<file path="src/rtl/uart_loader_pkg.sv">
// Shared types and constants for the UART boot-image loader.
package uart_loader_pkg;

  typedef enum logic [2:0] {
    IDLE = 3'd0,
    LEN  = 3'd1,
    DATA = 3'd2,
    CSUM = 3'd3,
    DONE = 3'd4
  } state_t;

  localparam logic [7:0] SYNC_BYTE = 8'hA5;

endpackage

</file>
<file path="src/rtl/uart_loader_rise_detect.sv">
// Rising-edge detector on the UART ready flag; a held level yields one event.
module rise_detect (
  input  logic clk,
  input  logic reset,
  input  logic sig,
  output logic rise_c
);

  logic sig_q;

  always_ff @(posedge clk or negedge reset) begin
    if (!reset) sig_q <= 1'b0;
    else        sig_q <= sig;
  end

  assign rise_c = sig & ~sig_q;

endmodule

</file>
<file path="src/rtl/uart_loader.sv">
// Parses a framed boot image from the UART, writes words into instruction
// memory, and holds the CPU in reset until a load completes with a good checksum.
module uart_loader
  import uart_loader_pkg::*;
#(
  parameter int unsigned WORD_BYTES = 2,
  parameter int unsigned ADDR_W     = 8
) (
  input  logic                    clk,
  input  logic                    reset,
  input  logic [7:0]              rx_data,
  input  logic                    rx_ready,
  output logic                    mem_we,
  output logic [ADDR_W-1:0]       mem_addr,
  output logic [8*WORD_BYTES-1:0] mem_wdata,
  output logic                    cpu_hold,
  output logic                    done,
  output logic                    error
);

  localparam int unsigned WORD_W = 8 * WORD_BYTES;
  localparam int unsigned BIDX_W = (WORD_BYTES > 1) ? $clog2(WORD_BYTES) : 1;
  localparam logic [BIDX_W-1:0] LAST_BYTE = BIDX_W'(WORD_BYTES - 1);

  logic accept_c;

  rise_detect u_rise (
    .clk    (clk),
    .reset  (reset),
    .sig    (rx_ready),
    .rise_c (accept_c)
  );

  state_t              state_q, state_n;
  logic [7:0]          len_q, len_n;
  logic [7:0]          word_cnt_q, word_cnt_n;
  logic [BIDX_W-1:0]   byte_idx_q, byte_idx_n;
  logic [WORD_W-1:0]   asm_q, asm_n;
  logic [ADDR_W-1:0]   addr_q, addr_n;
  logic [7:0]          csum_q, csum_n;
  logic                mem_we_n, cpu_hold_n, done_n, error_n;
  logic [ADDR_W-1:0]   mem_addr_n;
  logic [WORD_W-1:0]   mem_wdata_n;

  // State, datapath and registered outputs
  always_ff @(posedge clk or negedge reset) begin
    if (!reset) begin
      state_q    <= IDLE;
      len_q      <= '0;
      word_cnt_q <= '0;
      byte_idx_q <= '0;
      asm_q      <= '0;
      addr_q     <= '0;
      csum_q     <= '0;
      mem_we     <= 1'b0;
      mem_addr   <= '0;
      mem_wdata  <= '0;
      cpu_hold   <= 1'b1;
      done       <= 1'b0;
      error      <= 1'b0;
    end else begin
      state_q    <= state_n;
      len_q      <= len_n;
      word_cnt_q <= word_cnt_n;
      byte_idx_q <= byte_idx_n;
      asm_q      <= asm_n;
      addr_q     <= addr_n;
      csum_q     <= csum_n;
      mem_we     <= mem_we_n;
      mem_addr   <= mem_addr_n;
      mem_wdata  <= mem_wdata_n;
      cpu_hold   <= cpu_hold_n;
      done       <= done_n;
      error      <= error_n;
    end
  end

  // Frame parser: next state and next values of every register
  always_comb begin
    state_n     = state_q;
    len_n       = len_q;
    word_cnt_n  = word_cnt_q;
    byte_idx_n  = byte_idx_q;
    asm_n       = asm_q;
    addr_n      = addr_q;
    csum_n      = csum_q;
    mem_we_n    = 1'b0;
    mem_addr_n  = mem_addr;
    mem_wdata_n = mem_wdata;
    cpu_hold_n  = cpu_hold;
    done_n      = done;
    error_n     = error;

    if (accept_c) begin
      unique case (state_q)
        IDLE, DONE: begin
          if (rx_data == SYNC_BYTE) begin
            state_n    = LEN;
            cpu_hold_n = 1'b1;
            done_n     = 1'b0;
            error_n    = 1'b0;
          end
        end
        LEN: begin
          len_n      = rx_data;
          word_cnt_n = '0;
          byte_idx_n = '0;
          addr_n     = '0;
          csum_n     = '0;
          state_n    = DATA;
        end
        DATA: begin
          for (int i = 0; i < int'(WORD_BYTES); i++) begin
            if (byte_idx_q == BIDX_W'(i)) asm_n[8*i +: 8] = rx_data;
          end
          csum_n = csum_q + rx_data;
          if (byte_idx_q == LAST_BYTE) begin
            mem_we_n    = 1'b1;
            mem_addr_n  = addr_q;
            mem_wdata_n = asm_n;
            addr_n      = addr_q + ADDR_W'(1);
            byte_idx_n  = '0;
            if (word_cnt_q == len_q) state_n = CSUM;
            else                     word_cnt_n = word_cnt_q + 8'd1;
          end else begin
            byte_idx_n = byte_idx_q + BIDX_W'(1);
          end
        end
        CSUM: begin
          if (rx_data == csum_q) begin
            state_n    = DONE;
            done_n     = 1'b1;
            cpu_hold_n = 1'b0;
          end else begin
            state_n = IDLE;
            error_n = 1'b1;
          end
        end
        default: state_n = IDLE;
      endcase
    end
  end

endmodule

</file>
<file path="config.mk">
export PLATFORM = sky130hd
export DESIGN_NAME = uart_loader
export DESIGN_NICKNAME = d
export VERILOG_FILES = /design/src/rtl/uart_loader_pkg.sv /design/src/rtl/uart_loader_rise_detect.sv /design/src/rtl/uart_loader.sv
export SDC_FILE = /design/constraint.sdc
export NUM_CORES = 1
export LEC_CHECK = 0
export ABC_AREA = 1
export BUFFER_PORTS_ARGS = -buffer_cell sky130_fd_sc_hd__buf_4
export CAP_MARGIN = 0
export CELL_PAD_IN_SITES_DETAIL_PLACEMENT = 1
export CELL_PAD_IN_SITES_GLOBAL_PLACEMENT = 2
export CORE_UTILIZATION = 30
export CTS_CLUSTER_DIAMETER = 150
export CTS_CLUSTER_SIZE = 24
export DETAILED_ROUTE_END_ITERATION = 16
export PLACE_DENSITY_LB_ADDON = 0.1
export SLEW_MARGIN = 30
export SYNTH_ARGS = -nofsm -noshare
export SYNTH_HDL_FRONTEND = slang
export SYNTH_SLANG_ARGS = --single-unit
</file>
<file path="constraint.sdc">
create_clock -name clk -period 2.9 [get_ports clk]
set_clock_uncertainty 0.1 [all_clocks]
set_input_delay 0 -clock clk [delete_from_list [all_inputs] [get_ports clk]]
set_output_delay 0 -clock clk [all_outputs]
set_load 0.01 [all_outputs]
</file>
==> results.py <==
metrics = {
    "status": {
        "outcome": "complete, but fails checks",
        "failed_checks": "DRC",
    },
    "layout": {
        "areaGrowthSynthToFinish_pct": 21.97,
        "antennaDiodeCount": 0,
        "final_core_utilization_pct": 38.33,
        "filler_cell_count": 1414,
        "fin_nets": 519,
        "register_area_sq_um": 1828,
        "drive_gt1_share_pct": 15.71,
        "layout.cells.non_filler": 646,
        "final_area_sq_um": 4452,
        "multiInputGateArea_sq_um": 1559,
    },
    "clocking": {
        "cts_root_buf": "clkbuf_16",
        "cts_tree": "built",
        "clk_transition_reported_paths_ns": 0.06,
        "clock_sinks": 73,
        "post-cts-setup-buffers": 0,
        "cts.htree.levels": 3,
        "cts.path.max_buffers": 2,
        "cts_buffers": 9,
        "clk_latency_ns": 0.34,
    },
    "critical_path": {
        "cpMaxStageDelayCell": "dfrtp_1",
        "sort_of_element_at_the_end_of_the_critical_path": "flop",
        "worst_ep_arrival_time_ns": 2.25,
        "critical_path.top_delay_family": "simple AND/OR/NAND/NOR gates",
        "worst_ep_required_time_ns": 3.03,
        "critical-path-top-cell-by-count": "nor2_8",
        "timing.critical_path.cells": "nor2_2, nand2_4, nor2_8, inv_4, nor2_8, inv_2, o21ai_0, nor2_1",
        "cp.buffers_inverters": 2,
        "highest_cell_delay_on_the_worst_timing_path_ns": 0.46,
        "criticalPathCategory": "flop to flop",
        "critPathLaunchType": "flop",
        "critical_path.max_fanout": 34,
    },
    "placed_design": {
        "place.gp.congestion": 0.7292,
        "pre_cts_ws_ns": 0.7527,
        "numPortBuffers": 38,
        "post-place-cells": 620,
        "detailed_place_hpwl_microns": 6491,
        "postPlaceCellArea_sq_um": 4049,
    },
    "sta": {
        "timing.hold.ws_ns": 0.1428,
        "slew_headroom_pct": 51.93,
        "maxClockFrequency_mhz": 472.5,
        "final-setup-viol-count": 0,
        "max_slew.worst_pin.slew_ns": 0.7210,
        "min_period_ns": 2.116,
        "totalNegativeSetupSlack_ns": 0,
        "maxSlewViolCount": 0,
        "timing_hold_violations_final": 0,
        "timing.final.ws_setup_ns": 0.7837,
        "final.period_utilization_pct": 72.97,
        "grt_setup_unrepaired": "no",
    },
    "synth": {
        "syn-instance-count": 448,
        "simple_gate_area_share_of_the_yosys_netlist_pct": 28.15,
        "synth_nets": 469,
        "synth-seq-cells": 73,
        "number_of_enable_flip_flop_cells_after_synthesis": 0,
        "asyncSetResetFlopFracSynth_pct": 100.0,
        "synth-xor-area-share_pct": 1.440,
        "synth_flop_cell": "dfrtp_1",
        "synth_area_sq_um": 3650,
        "synthesized_area_fraction_occupied_by_ao_oa_aoi_and_oai_cells_pct": 9.188,
        "netlist-cell-type-count": 36,
        "yosysTopAreaCell": "dfrtp_1",
        "synth.area.mux_share_pct": 0.3085,
        "syn_area_per_cell_sq_um": 8.147,
        "synth_area_leaders": "dfrtp_1 (49%), nand2_1 (16%), inv_1 (4.7%)",
        "synth_adder_area_share_pct": 3.634,
        "seq_area_frac_synth_pct": 50.09,
        "top_cells_by_count_synth": "nand2_1 (157), dfrtp_1 (72), inv_1 (46), nor2_1 (33), o21ai_0 (25)",
        "yosysMostFrequentCell": "nand2_1",
        "largest_family_of_logic_cells_by_synthesized_area": "simple AND/OR/NAND/NOR gates",
        "post-synth-top-area-fraction_pct": 49.37,
        "synth_warnings": 0,
    },
    "route": {
        "drtAntennaViolNets": 0,
        "wl_per_cell_microns": 14.33,
        "drt_first_iter_violations": 124,
        "routed_wl_microns": 9256,
        "avgViaCountPerCell": 4.704,
        "drtPass1Iterations": 12,
        "count_of_unresolved_drc_violations_after_routing": 3,
        "dr_total_vias": 3039,
    },
    "power": {
        "vdd_drop_max_mv": 0.3226,
        "leakagePower_nw": 2.293,
        "power_density_normalized_to_cell_area_nw_per_um2": 908.2,
        "design_power_total_mw": 4.043,
    },
    "die": {
        "fp-row-count": 39,
        "die_area_sq_um": 12610,
        "die_width_microns": 112.3,
        "initial_core_util_pct": 31.43,
        "ioPinCount": 39,
        "die_height_microns": 112.3,
        "design.core.area_sq_um": 11610,
    },
    "global_route": {
        "grt_first_pass_wirelength_microns": 15970,
        "antenna_found_initial": 0,
        "gr-total-overflow": 0,
        "number_of_global_route_vias_before_repair": 3165,
        "grt_util_all_layers_pct": 16.33,
        "grt_max_degree": 74,
    },
    "run": {
        "drv.max_cap_violation_count": 0,
    },
    "worst_hold_path": {
        "worst_hold_path_type": "primary input to asynchronous set/reset pin",
    },
}
[path summary, 6_finish.rpt]
| check | from | to | slack (ns) | depth (start not counted) |
|---|---|---|---|---|
| setup / recovery | state_q[0] | addr_q[3] | 0.78 | 8 |
| hold / removal | reset | word_cnt_q[1] | 0.14 | 2 |
| setup reg to reg | state_q[0] | addr_q[3] | 0.78 | 8 |
| hold reg to reg | cpu_hold | cpu_hold | 0.37 | 2 |
| max in group asynchronous | reset | csum_q[6] | 2.04 | 2 |
| min in group clk | rx_ready | u_rise.sig_q | 0.23 | 2 |
[area by class of cell]
cell class / instances / area share, %
multi-input combinational: 315 / 35.02
clock buffer: 9 / 5.059
inverter: 51 / 4.356
timing repair buffer: 48 / 8.741
tap: 143 / 4.019
sequential: 73 / 41.06
clock inverter: 7 / 1.743
[power by group]
part           leakage [nW]  internal (mW)  switching [mW]  total [mW]
clock network         0.146          0.674           0.470        1.14
registers             0.945           1.36           0.234        1.60
logic                  1.20          0.540           0.765        1.31
total                  2.29           2.58            1.47        4.04
[logic make-up after synthesis]
group | after synthesis
AND/OR/NAND/NOR | 238
flip-flops | 73
AO/OA/AOI/OAI | 60
buffers and inverters | 60
adder cells (fa/ha/maj) | 10
XOR/XNOR | 6
multiplexers | 1
[registers in the layout (all words and copies together), names as in the netlist]
name	cells
word_cnt_q	8
u_rise.sig_q	1
byte_idx_q	1
mem_we	1
len_q	8
mem_wdata	16
done	1
state_q	3
asm_q	8
csum_q	8
addr_q	8
error	1
cpu_hold	1
mem_addr	8
[per-layer routing]
layer,part of all wire [%],routed length [microns],track usage (%)
met3,2.5,234,3.132
met4,1.7,153,6.667
met2,48,4459,27.08
met5,0,0,0
met1,48,4408,20.95
[layout by cell type (no fill, tap or decap), types with 4 or more instances in the layout]
cell | synthesis | layout
nor2_2 | 4 | 4
dfrtp_1 | 72 | 72
nor2_1 | 33 | 33
inv_2 | 4 | 4
ha_1 | 9 | 9
nor3_1 | 5 | 5
o21ai_0 | 25 | 25
buf_4 | 2 | 37
dlygate4sd3_1 | 0 | 10
nand2_1 | 157 | 157
o21ai_1 | 10 | 10
nand2_2 | 4 | 4
o21ai_2 | 4 | 4
nand4_1 | 5 | 5
nand3_1 | 23 | 23
xnor2_1 | 4 | 4
a21oi_1 | 14 | 14
inv_1 | 46 | 46
clkbuf_16 | 0 | 9
[repair_timing]
| action | 4_1_cts | 5_1_grt |
|---|---|---|
| hold buffers | 10 | 0 |
| endpoints found under the hold margin | 99 | 0 |
| resized for setup | 0 | 0 |
(Power assumes the default switching activity.)
